===== src/rtl/axis_pkg.sv =====
// Shared AXI-stream definitions for the byte-to-word packing path.
package axis_pkg;

  localparam int BYTE_W    = 8;
  // Widest word the keep helper has to describe (OUT_BYTES is at most 8).
  localparam int MAX_LANES = 8;

  // Returns a mask with the n low bits set (n = 0..MAX_LANES).
  function automatic logic [MAX_LANES-1:0] keep_mask(input logic [3:0] n);
    logic [MAX_LANES-1:0] mask;
    mask = '0;
    for (int i = 0; i < MAX_LANES; i++) begin
      mask[i] = (4'(i) < n);
    end
    return mask;
  endfunction

endpackage


===== src/rtl/axis_byte_to_word_packer.sv =====
// Packs an 8-bit AXI byte stream into OUT_BYTES-wide little-endian words
// with a per-lane keep mask; in_last closes the current (possibly partial)
// word and marks it with out_last. Counts delivered packets.
module axis_byte_to_word_packer
  import axis_pkg::*;
#(
  parameter int OUT_BYTES = 4,
  parameter int CNT_W     = 16
) (
  input  logic                        clk,
  input  logic                        rst,
  input  logic [BYTE_W-1:0]           in_data,
  input  logic                        in_valid,
  output logic                        in_ready,
  input  logic                        in_last,
  output logic [BYTE_W*OUT_BYTES-1:0] out_data,
  output logic [OUT_BYTES-1:0]        out_keep,
  output logic                        out_valid,
  input  logic                        out_ready,
  output logic                        out_last,
  output logic [CNT_W-1:0]            pkt_count
);

  localparam int IDX_W  = $clog2(OUT_BYTES);
  localparam int WORD_W = BYTE_W * OUT_BYTES;

  // Accumulator state. Lanes are always filled from 0 upward, so the keep
  // mask of the word under construction is fully implied by the lane index.
  logic [IDX_W-1:0]     idx_q, idx_d;
  logic [WORD_W-1:0]    acc_q, acc_d;

  // Output register state.
  logic [WORD_W-1:0]    out_data_q, out_data_d;
  logic [OUT_BYTES-1:0] out_keep_q, out_keep_d;
  logic                 out_valid_q, out_valid_d;
  logic                 out_last_q, out_last_d;
  logic [CNT_W-1:0]     pkt_count_q, pkt_count_d;

  // Word as it looks with the incoming byte dropped into the current lane.
  logic [WORD_W-1:0]    acc_merged;
  logic [OUT_BYTES-1:0] keep_merged;
  logic                 byte_acc;
  logic                 word_done;
  logic                 out_xfer;

  // A byte can enter whenever the output slot is empty or being drained.
  assign in_ready  = ~out_valid_q | out_ready;
  assign byte_acc  = in_valid & in_ready;
  assign out_xfer  = out_valid_q & out_ready;
  assign word_done = byte_acc & ((idx_q == IDX_W'(OUT_BYTES - 1)) | in_last);

  // Lane steering: only the lane at idx_q takes the new byte.
  for (genvar gi = 0; gi < OUT_BYTES; gi++) begin : g_lane
    assign acc_merged[gi*BYTE_W +: BYTE_W] =
      (idx_q == IDX_W'(gi)) ? in_data : acc_q[gi*BYTE_W +: BYTE_W];
  end

  assign keep_merged = OUT_BYTES'(keep_mask(4'(idx_q) + 4'd1));

  // Accumulator next state: collect bytes, clear once a word completes.
  always_comb begin
    idx_d = idx_q;
    acc_d = acc_q;
    if (byte_acc) begin
      if (word_done) begin
        idx_d = '0;
        acc_d = '0;
      end else begin
        idx_d = idx_q + IDX_W'(1);
        acc_d = acc_merged;
      end
    end
  end

  // Accumulator register with synchronous active-low reset.
  always_ff @(posedge clk) begin
    if (!rst) begin
      idx_q <= '0;
      acc_q <= '0;
    end else begin
      idx_q <= idx_d;
      acc_q <= acc_d;
    end
  end

  // Output next state: a fresh word wins over draining, giving back-to-back
  // words without a bubble; a plain transfer only drops valid.
  always_comb begin
    out_data_d  = out_data_q;
    out_keep_d  = out_keep_q;
    out_valid_d = out_valid_q;
    out_last_d  = out_last_q;
    pkt_count_d = pkt_count_q;
    if (word_done) begin
      out_data_d  = acc_merged;
      out_keep_d  = keep_merged;
      out_last_d  = in_last;
      out_valid_d = 1'b1;
    end else if (out_xfer) begin
      out_valid_d = 1'b0;
    end
    if (out_xfer && out_last_q) begin
      pkt_count_d = pkt_count_q + CNT_W'(1);
    end
  end

  // Output register and packet counter with synchronous active-low reset.
  always_ff @(posedge clk) begin
    if (!rst) begin
      out_data_q  <= '0;
      out_keep_q  <= '0;
      out_valid_q <= 1'b0;
      out_last_q  <= 1'b0;
      pkt_count_q <= '0;
    end else begin
      out_data_q  <= out_data_d;
      out_keep_q  <= out_keep_d;
      out_valid_q <= out_valid_d;
      out_last_q  <= out_last_d;
      pkt_count_q <= pkt_count_d;
    end
  end

  assign out_data  = out_data_q;
  assign out_keep  = out_keep_q;
  assign out_valid = out_valid_q;
  assign out_last  = out_last_q;
  assign pkt_count = pkt_count_q;

endmodule

===== config.mk =====
export PLATFORM = sky130hd
export DESIGN_NAME = axis_byte_to_word_packer
export DESIGN_NICKNAME = d
export VERILOG_FILES = /design/src/rtl/axis_pkg.sv /design/src/rtl/axis_byte_to_word_packer.sv
export SDC_FILE = /design/constraint.sdc
export NUM_CORES = 1
export LEC_CHECK = 0
export CORE_UTILIZATION = 55
export CTS_CLUSTER_SIZE = 30
export DETAILED_ROUTE_END_ITERATION = 8
export GPL_ROUTABILITY_DRIVEN = 0
export PLACE_DENSITY_LB_ADDON = 0.2
export SYNTH_ARGS = -nofsm -noshare
export SYNTH_HDL_FRONTEND = slang
export SYNTH_SLANG_ARGS = --single-unit

===== constraint.sdc =====
create_clock -name clk -period 5.6 [get_ports clk]
set_clock_uncertainty 0.05 [all_clocks]
set_input_delay 0.56 -clock clk [delete_from_list [all_inputs] [get_ports clk]]
set_output_delay 0.56 -clock clk [all_outputs]
set_load 0.1 [all_outputs]

==> impl_metrics.toml <==
[worst_setup_path]
rr_endpoint = "out_data[16]$_SDFFE_PN0P_"
rr_worst_depth = 5
cpPeakStageDelay_ps = 1180
cp_common_cell = "clkdlybuf4s50_1"
cp-start-kind = "input port"
ff2ff_setup_slack_ps = 2920
cp.arrival_ps = 2570
critPathLaunch = "out_ready"
crit_end = "in_ready"
critPathCaptureType = "primary output"
crit_type = "input port to primary output"
r2r-start = "idx_q[0]$_SDFFE_PN0P_"
cp_cell_sequence = "clkdlybuf4s50_1 > or2b_2 > clkdlybuf4s50_1"
worst_path_max_delay_cell = "clkdlybuf4s50_1"
critPathRequiredTime_ps = 4990
worstPathMaxFanout = 15

[synth]
avgSynthCellArea_um2 = 10.0
async_flop_share_pct = 0
synth_adder_area_share_pct = 2.01
ys.flop_type = "dfxtp_1"
yosys_warnings = 0
yosysSeqAreaShare_pct = 47.3
syn_inst = 372
muxShareOfSynthArea_pct = 10.2
netlist_area_um2 = 3730
ys_types = 35
synth-simple-area-share_pct = 19.0
synthXorXnorAreaFrac_pct = 1.64
synth_nets = 391
synth-edff-count = 0
ys_ff_latch = 88
synth_top_family_by_area = "simple AND/OR/NAND/NOR gates"
synth_compound_area_share_pct = 16.6

[timing]
relSlewSlack_pct = 25.8
setup_tns_ps = 0
finalCritPeriodShare_pct = 56.7
hold_violations = 0
final-setup-viol-count = 0
max_freq_mhz = 315
worst_pin_slew_ps = 1110
layout_setup_ws_ps = 2420
slew_violations = 0
rsz0062_at_grt = "false"
worst_hold_slack_ps = 425
post-route-min-period_ps = 3180

[global_routing]
overflow = 0
first_global_vias = 2729
grt_pass1_wl_um = 12800
grt_max_degree = 95
antenna_found_initial = 0
track_usage_pct = 22.9

[power_and_ir_drop]
p_per_area_nw_per_um2 = 294
peakVddDrop_mv = 0.209
leakage_nw = 2.04

[layout]
layout_commonest_cell = "dfxtp_1"
finalInstanceArea_um2 = 4580
n_antenna_cell = 0
area_delta_synth_final_pct = 22.9
most-common-layout-cells = "88 x dfxtp_1, 66 x clkdlybuf4s50_1, 49 x nand2_1"
multi_input_area_um2 = 1840
nets = 441
layout-drive-gt1-share_pct = 5.85
fillers = 499
finalNonFillerCells = 504
ff_latch_area_um2 = 1760

[route]
detail-route-antenna-nets = 0
num_vias = 2850
drtIter0Drc = 166
drc = 6
wl_per_cell_um = 15.1
drt_first_pass_iters = 6
routed_wl_um = 7600
viasPerCell = 5.65

[min_path]
hold_depth = 2
hold_path.class = "flop to flop"

[place]
place_inst = 488
dp_slack_ps = 2420
placed_area_um2 = 4390
dpl.hpwl_um = 4950
port_buffers = 67

[run_status]
status = "finished with violations"
violations = "design-rule violations"

[floorplan]
core_region_area_um2 = 6460
io_pins = 68
fp.dieH_um = 84.3
die_x_um = 84.3
die_area_um2 = 7110
rows = 29
start_util_pct = 57.7

[cts]
cts_hold_buf = 0
cts_setup_buffers = 0
htreeDepth = 3
cts_buffers = 9
clkSinkCount = 88
cts_tree = "built"
worstSkewPairLatency_ps = 360
clk_path_buf_depth = 2
cts.clk_slew.worst_paths_ps = 80
cts_root_buf = "clkbuf_8"
cts_resized = 0

[job]
cap_violations = 0
## sequential cells by signal (all words and copies together) (netlist names)
register   cells
out_valid      1
out_last       1
acc_q         32
out_data      32
out_keep       4
idx_q          2
pkt_count     16
## synth_stat cells (5+ instances only)
cell type  instances  area share (%)
a21boi_0           7             1.4
a22oi_1           24             4.8
and2_1             7             1.2
and3_1            10             1.7
clkbuf_1          22             2.2
dfxtp_1           88              47
ha_1               6             2.0
mux2i_1           38              10
nand2_1           49             4.9
nand2b_1           5            0.84
nand3_1            9             1.2
nor2b_1           25             4.2
o211a_1           34             9.1
## cells by family (layout without fill, tap and decap cells)
logic type | count (synthesis) | in the layout
simple gates | 129 | 129
flops | 88 | 88
compound gates | 72 | 72
mux | 38 | 38
buf+inv | 32 | 87
xor+xnor | 7 | 7
fa+ha+maj | 6 | 6
## metrics by stage
stage | total power, W | utilization, %
floorplan | 0.000861 | -
global placement | 0.000921 | 67.9
detailed placement | 0.000924 | 67.9
CTS | 0.00136 | 70.9
global route | 0.00140 | 70.9
finish | 0.00134 | 70.9
## metal layers
layer	global-route usage, %	routed length [µm]	vias to the layer above
li1	-	-	1421
met1	29.4	3500	1360
met2	37.5	3640	63
met3	6.19	391	6
met4	7.99	68	0
met5	0	0	-
## area by class of cell
cell class	count	share of cell area, %
Timing Repair Buffer	68	14.7
Clock inverter	6	1.48
Sequential cell	88	38.5
Inverter	3	0.246
Clock buffer	10	2.79
Tap cell	77	2.10
Multi-Input combinational cell	252	40.2
## worst max-delay path, delay by kind of cell
family	cells	cell delay, ps
buf+inv	2	1710
simple gates	1	290
## how the worst min path moves through the flow
stage,from,end,slack (ps)
2_1_floorplan,acc_q[24]$_SDFFE_PN0P_,acc_q[24]$_SDFFE_PN0P_,400
3_3_place_gp,pkt_count[15]$_SDFFE_PN0P_,pkt_count[15]$_SDFFE_PN0P_,400
5_1_grt,acc_q[31]$_SDFFE_PN0P_,acc_q[31]$_SDFFE_PN0P_,440
6_report,pkt_count[15]$_SDFFE_PN0P_,pkt_count[15]$_SDFFE_PN0P_,430
3_5_place_dp,out_keep[3]$_SDFFE_PN0P_,out_keep[3]$_SDFFE_PN0P_,420
4_1_cts,out_keep[3]$_SDFFE_PN0P_,out_keep[3]$_SDFFE_PN0P_,430
## where the power goes
group	switching, W	leakage (nW)	internal, W	total (W)
clock network	0.000228	0.0933	0.000209	0.000436
logic	0.000184	1.23	0.0000664	0.000250
registers	0.0000119	0.716	0.000646	0.000658
total	0.000423	2.04	0.000921	0.00134
No activity file was read; power rests on OpenSTA's default activity.
